$ cat config.mk
export PLATFORM = sky130hd
export DESIGN_NAME = complex_mac_pipe
export DESIGN_NICKNAME = d
export VERILOG_FILES = /design/src/rtl/complex_mac_pipe.sv
export SDC_FILE = /design/constraint.sdc
export NUM_CORES = 2
export LEC_CHECK = 0
export CAP_MARGIN = 15
export CORE_AREA = 2 2 371 373
export CTS_BUF_LIST = sky130_fd_sc_hd__clkbuf_8 sky130_fd_sc_hd__clkbuf_16
export DETAILED_ROUTE_END_ITERATION = 8
export DIE_AREA = 0 0 373 375
export PLACE_DENSITY_LB_ADDON = 0.2
export SLEW_MARGIN = 20
export SYNTH_ARGS = -nofsm -noshare
export SYNTH_HDL_FRONTEND = slang
export SYNTH_SLANG_ARGS = --single-unit
$ cat constraint.sdc
create_clock -name clk -period 10.1 [get_ports clk]
set_clock_uncertainty 0.05 [all_clocks]
set_input_delay 1.515 -clock clk [delete_from_list [all_inputs] [get_ports clk]]
set_output_delay 1.515 -clock clk [all_outputs]
set_load 0.01 [all_outputs]
$ cat src/rtl/complex_mac_pipe.sv
// Four-stage pipelined complex multiplier with per-beat conjugation and an
// optional saturating dot-product accumulator at the output stage.
module complex_mac_pipe #(
    parameter int W     = 16,
    parameter int ACC_W = 40,
    parameter int CNT_W = 16
) (
    input  logic                 clk,
    input  logic                 rst_n,
    input  logic                 ce,
    input  logic                 in_valid,
    input  logic                 in_last,
    input  logic                 acc_en,
    input  logic [1:0]           mode,
    input  logic [2*W-1:0]       a,
    input  logic [2*W-1:0]       b,
    output logic                 out_valid,
    output logic [2*ACC_W-1:0]   result,
    output logic                 ovf,
    output logic [CNT_W-1:0]     beat_cnt
);
    typedef enum logic {IDLE = 1'b0, ACCUM = 1'b1} state_t;

    genvar gi;

    logic           s1_valid_q, s1_last_q, s1_acc_en_q;
    logic [1:0]     s1_mode_q;
    logic [2*W-1:0] s1_a_q, s1_b_q;

    always_ff @(posedge clk or negedge rst_n) begin
        if (!rst_n) begin
            s1_valid_q  <= 1'b0;
            s1_last_q   <= 1'b0;
            s1_acc_en_q <= 1'b0;
            s1_mode_q   <= 2'b00;
            s1_a_q      <= '0;
            s1_b_q      <= '0;
        end else if (ce) begin
            s1_valid_q  <= in_valid;
            s1_last_q   <= in_last;
            s1_acc_en_q <= acc_en;
            s1_mode_q   <= mode;
            s1_a_q      <= a;
            s1_b_q      <= b;
        end
    end

    // Operands widened to 2W so the low 2W bits of each product are exact.
    logic [2*W-1:0] ar_x, ai_x, br_x, bi_x;
    assign ar_x = {{W{s1_a_q[2*W-1]}}, s1_a_q[2*W-1:W]};
    assign ai_x = {{W{s1_a_q[W-1]}},   s1_a_q[W-1:0]};
    assign br_x = {{W{s1_b_q[2*W-1]}}, s1_b_q[2*W-1:W]};
    assign bi_x = {{W{s1_b_q[W-1]}},   s1_b_q[W-1:0]};

    logic           s2_valid_q, s2_last_q, s2_acc_en_q;
    logic [1:0]     s2_mode_q;
    logic [2*W-1:0] s2_rr_q, s2_ii_q, s2_ri_q, s2_ir_q;

    always_ff @(posedge clk or negedge rst_n) begin
        if (!rst_n) begin
            s2_valid_q  <= 1'b0;
            s2_last_q   <= 1'b0;
            s2_acc_en_q <= 1'b0;
            s2_mode_q   <= 2'b00;
            s2_rr_q     <= '0;
            s2_ii_q     <= '0;
            s2_ri_q     <= '0;
            s2_ir_q     <= '0;
        end else if (ce) begin
            s2_valid_q  <= s1_valid_q;
            s2_last_q   <= s1_last_q;
            s2_acc_en_q <= s1_acc_en_q;
            s2_mode_q   <= s1_mode_q;
            s2_rr_q     <= ar_x * br_x;
            s2_ii_q     <= ai_x * bi_x;
            s2_ri_q     <= ar_x * bi_x;
            s2_ir_q     <= ai_x * br_x;
        end
    end

    // Conjugation is a choice of add/subtract on the products, never an input negation.
    logic [ACC_W-1:0] rr_e, ii_e, ri_e, ir_e, re_d, im_d;
    assign rr_e = {{(ACC_W-2*W){s2_rr_q[2*W-1]}}, s2_rr_q};
    assign ii_e = {{(ACC_W-2*W){s2_ii_q[2*W-1]}}, s2_ii_q};
    assign ri_e = {{(ACC_W-2*W){s2_ri_q[2*W-1]}}, s2_ri_q};
    assign ir_e = {{(ACC_W-2*W){s2_ir_q[2*W-1]}}, s2_ir_q};

    always_comb begin
        re_d = rr_e - ii_e;
        im_d = ri_e + ir_e;
        case (s2_mode_q)
            2'b01: begin
                re_d = rr_e + ii_e;
                im_d = ri_e - ir_e;
            end
            2'b10: begin
                re_d = rr_e + ii_e;
                im_d = ir_e - ri_e;
            end
            default: ;
        endcase
    end

    logic             s3_valid_q, s3_last_q, s3_acc_en_q;
    logic [ACC_W-1:0] s3_q [2];

    always_ff @(posedge clk or negedge rst_n) begin
        if (!rst_n) begin
            s3_valid_q  <= 1'b0;
            s3_last_q   <= 1'b0;
            s3_acc_en_q <= 1'b0;
            s3_q[0]     <= '0;
            s3_q[1]     <= '0;
        end else if (ce) begin
            s3_valid_q  <= s2_valid_q;
            s3_last_q   <= s2_last_q;
            s3_acc_en_q <= s2_acc_en_q;
            s3_q[0]     <= re_d;
            s3_q[1]     <= im_d;
        end
    end

    // Index 0 is the real component, index 1 the imaginary one.
    logic [ACC_W-1:0] acc_q [2];
    logic [ACC_W-1:0] acc_d [2];
    logic [ACC_W-1:0] res_q [2];
    logic [1:0]       sat_hit;

    generate
        for (gi = 0; gi < 2; gi++) begin : g_sat
            logic [ACC_W:0] wide;
            assign wide        = {acc_q[gi][ACC_W-1], acc_q[gi]} + {s3_q[gi][ACC_W-1], s3_q[gi]};
            assign sat_hit[gi] = wide[ACC_W] ^ wide[ACC_W-1];
            assign acc_d[gi]   = !sat_hit[gi] ? wide[ACC_W-1:0] :
                                 wide[ACC_W]  ? {1'b1, {(ACC_W-1){1'b0}}} :
                                                {1'b0, {(ACC_W-1){1'b1}}};
        end
    endgenerate

    state_t           state_q;
    logic             sticky_q, sticky_d, out_valid_q, ovf_q;
    logic [CNT_W-1:0] cnt_q, cnt_d, beat_cnt_q;

    assign sticky_d = sticky_q | (|sat_hit);
    assign cnt_d    = (&cnt_q) ? cnt_q : cnt_q + 1'b1;

    always_ff @(posedge clk or negedge rst_n) begin
        if (!rst_n) begin
            state_q     <= IDLE;
            acc_q[0]    <= '0;
            acc_q[1]    <= '0;
            res_q[0]    <= '0;
            res_q[1]    <= '0;
            sticky_q    <= 1'b0;
            cnt_q       <= '0;
            out_valid_q <= 1'b0;
            ovf_q       <= 1'b0;
            beat_cnt_q  <= '0;
        end else if (ce) begin
            out_valid_q <= 1'b0;
            if (s3_valid_q) begin
                case (state_q)
                    IDLE: begin
                        if (s3_acc_en_q && !s3_last_q) begin
                            acc_q[0] <= s3_q[0];
                            acc_q[1] <= s3_q[1];
                            sticky_q <= 1'b0;
                            cnt_q    <= CNT_W'(1);
                            state_q  <= ACCUM;
                        end else begin
                            res_q[0]    <= s3_q[0];
                            res_q[1]    <= s3_q[1];
                            ovf_q       <= 1'b0;
                            beat_cnt_q  <= CNT_W'(1);
                            out_valid_q <= 1'b1;
                        end
                    end
                    ACCUM: begin
                        acc_q[0] <= acc_d[0];
                        acc_q[1] <= acc_d[1];
                        sticky_q <= sticky_d;
                        cnt_q    <= cnt_d;
                        if (s3_last_q) begin
                            res_q[0]    <= acc_d[0];
                            res_q[1]    <= acc_d[1];
                            ovf_q       <= sticky_d;
                            beat_cnt_q  <= cnt_d;
                            out_valid_q <= 1'b1;
                            state_q     <= IDLE;
                        end
                    end
                    default: state_q <= IDLE;
                endcase
            end
        end
    end

    assign out_valid = out_valid_q;
    assign result    = {res_q[0], res_q[1]};
    assign ovf       = ovf_q;
    assign beat_cnt  = beat_cnt_q;
endmodule

==> impl_results.md <==
* WL/cell at 19.1 um
* Post-synthesis cell area at 67600 um2
* FP Rows at 136
* Worst EP required at 10.66 ns
* Pin count of the biggest net entering global routing at 163
* Synth Warn # at 0
* Die H at 375 um
* CP dominant cell by count: fa_1
* CTS H-tree depth at 2
* Final period utilization at 75.6%
* CTS Sinks at 467
* Final Max Tran Viols at 0
* Routed vias/inst at 5.49
* Worst r2r src: s1_b_q[15]$_DFFE_PN0P_
* Hold Path End: beat_cnt[7]$_DFFE_PN0P_
* Die area at 140000 um2
* Initial Util at 49.6%
* Total gr overflow at 0
* Setup slack, reg-to-reg at 2.46 ns
* Worst slew pin tran at 1.11 ns
* PortBufs at 169
* Worst hold slack at 0.427 ns
* Unique masters post-synth at 80
* Core box area at 136000 um2
* Seq/Total Area, Yosys at 17.3%
* TritonRoute pass-1 iters at 6
* Min Clock Period, post-route at 7.64 ns
* All-Layer GR Usage at 25.9%
* Post-detail-place hpwl at 138000 um
* RSZ-0062 raised after global routing: no
* Share of cells above drive strength 1 at 5.47%
* Number of gates resized after cts at 0
* Yosys top cell area share at 31.2%
* CTS buffer count at 58
* Global-route wire length before repair at 290000 um
* Worst Hold Class: reg -> reg
* Routed vias at 50623
* Register area at 11700 um2
* Final setup violation count at 0
* Worst skew pair latency at 0.69 ns
* #FFs+latches synth at 467
* Crit Reg-Reg Endpoint: s2_ri_q[31]$_DFFE_PN0P_
* Initial DRC Count at 3303
* Maximum buffer depth of the clock tree at 3
* Crit path launch type: flip-flop
* Antenna violations before repair at 1
* # Post-CTS Setup Buffers at 0
* I/O Pins at 170
* F_max at 0.131 GHz
* CP Cell Sequence: clkinv_1 -> buf_4 -> nor2_1 -> fa_1 -> fa_1 -> fa_1 -> fa_1 -> fa_1 -> inv_1 -> fa_1 -> inv_1 -> ha_1 -> a21o_1 -> a21o_1 -> a21oi_1 -> o31ai_1 -> a21oi_1 -> o21ai_0 -> a221oi_1 -> a21oi_1 -> a41o_1 -> a21oi_1
* Crit path max fanout at 14
* CTS tree: built
* Worst R2R Path Depth at 22
* Family with the most delay on the worst path: adder cells
* Ys async rst share at 100%
* Synth area leaders: fa_1 (31%), dfrtp_1 (17%), ha_1 (9.5%)
* Crit-path slowest cell: a221oi_1
* Drt drc at 0
* WL final at 176000 um
* Max cap viols at 0
* Final TNS setup at 0 ns
* Hold_sp: beat_cnt[7]$_DFFE_PN0P_
* Routability congestion estimate at 0.923
* CP Capture Type: flip-flop
* Worst relative slew slack at 26.1%
* Vias in the first global route at 53015
* Multi-input gate area at 50000 um2
* Post-synth top flop: dfrtp_1
* Status: complete, no violations
* Leading area contributor after synthesis: fa_1
* Slowest stage delay, CP at 0.76 ns
* Nets at 9008
* Final hold viol count at 0
* WP buf/inv at 4
* Routed Antenna Nets at 0
* Layout area overhead at 7.91%
* Post-synthesis cell count at 7391
* Filler instances at 12609
* Most frequent cells in the layout: inv_1 (1253), fa_1 (1053), nand2_1 (845)
* Arr. time, crit path at 8.19 ns
* Worst Path Class, Setup: reg -> reg
* Post-synth EDFFs at 0
* Avg Inst Size Synth at 9.14 um2
* Mapped Nets at 9027
* Clk Tree Root Cell: clkbuf_16
* Worst Hold Path Cells at 2
* Worst-path clk slew at 0.06 ns
* Most common cell after layout, fill and taps aside: inv_1
* Die W at 373 um
* CTS Hold Buffers Added at 0
==> worst register-to-register path, stage by stage, from the launching register on <==
cell and delay, ns:
dfrtp_1 0.69, clkinv_1 0.61, buf_4 0.41, nor2_1 0.18, fa_1 0.44, fa_1 0.52
fa_1 0.43, fa_1 0.47, fa_1 0.49, inv_1 0.05, fa_1 0.47, inv_1 0.04
ha_1 0.33, a21o_1 0.18, a21o_1 0.17, a21oi_1 0.15, o31ai_1 0.09, a21oi_1 0.26
o21ai_0 0.25, a221oi_1 0.76, a21oi_1 0.16, a41o_1 0.24, a21oi_1 0.12
==> layout make-up <==
class	count	area share (%)
Multi-Input combinational cell	5347	68.5
Sequential cell	467	16.0
Inverter	1245	6.41
Timing Repair Buffer	253	3.23
Tap cell	1794	3.08
Clock buffer	67	2.16
Clock inverter	42	0.534
Antenna cell	1	0.00343
==> layer usage <==
metal,up-vias,track usage (%),share of wire [%]
met5,-,0,0
met4,0,8.17,3.5
met3,240,3.96,6.5
met2,1478,42.4,46
met1,25410,35.5,44
li1,23495,-,-
==> cells in the mapped netlist, types with 15 or more instances <==
library cell,instances
ha_1,511
or2_2,18
mux2i_1,15
nand2_1,845
and3_1,23
o211ai_1,38
nor3_1,85
fa_1,1053
nor2b_1,30
mux2_2,168
a211oi_1,35
xnor2_1,260
a21o_1,130
buf_1,17
dfrtp_1,467
nor2_1,291
o21a_1,46
o21bai_1,32
o31ai_1,51
nor4_1,17
or3_1,19
clkbuf_1,313
xor2_1,85
o21ai_0,353
o22ai_1,46
a31oi_1,33
a221o_1,15
nand2b_1,64
nand3_1,70
and2_1,497
inv_1,1244
a21oi_1,325
nand4_1,24
==> through the flow <==
stage	utilization (%)	setup WS, ns	area, um2	instances
6_report	53.5	2.46	72900	9216
5_1_grt	53.5	2.11	72900	9215
4_1_cts	53.5	2.56	72900	9215
3_5_place_dp	52.0	2.57	70900	9106
3_3_place_gp	52.0	2.71	70900	9106
2_1_floorplan	-	3.62	67600	7391
==> sequential cells by signal, indices dropped and copies added, names as in the netlist, 2 cells and up <==
register   cells
acc_q         80
result        80
s3_q          66
s1_a_q        32
s1_b_q        32
s2_ii_q       32
s2_ir_q       32
s2_ri_q       32
s2_rr_q       32
beat_cnt      16
cnt_q         16
s1_mode_q      2
s2_mode_q      2
==> cell families after synthesis <==
logic type | Yosys count | share of synthesized area (%)
AOI/OAI and AO/OA | 1227 | 11.3
buffers and inverters | 1577 | 8.77
muxes | 184 | 3.06
DFF | 467 | 17.3
and+or+nand+nor | 2026 | 14.4
xor gates and xnor gates | 346 | 4.51
adders and majority gates | 1564 | 40.7
==> how the worst max path moves through the flow <==
stage	to	cells past startpoint	slack (ns)	start
2_1_floorplan	s2_ir_q[26]$_DFFE_PN0P_	22	3.62	s1_a_q[15]$_DFFE_PN0P_
3_3_place_gp	s2_rr_q[31]$_DFFE_PN0P_	21	2.71	s1_a_q[31]$_DFFE_PN0P_
3_5_place_dp	s2_rr_q[31]$_DFFE_PN0P_	21	2.57	s1_a_q[31]$_DFFE_PN0P_
4_1_cts	s2_rr_q[31]$_DFFE_PN0P_	21	2.56	s1_a_q[31]$_DFFE_PN0P_
5_1_grt	s2_ri_q[31]$_DFFE_PN0P_	22	2.11	s1_b_q[15]$_DFFE_PN0P_
6_report	s2_ri_q[31]$_DFFE_PN0P_	22	2.46	s1_b_q[15]$_DFFE_PN0P_
Power is left out: the tool's default activity adds up to more than one toggle a clock period on the data nets, which glitch-free logic cannot reach.
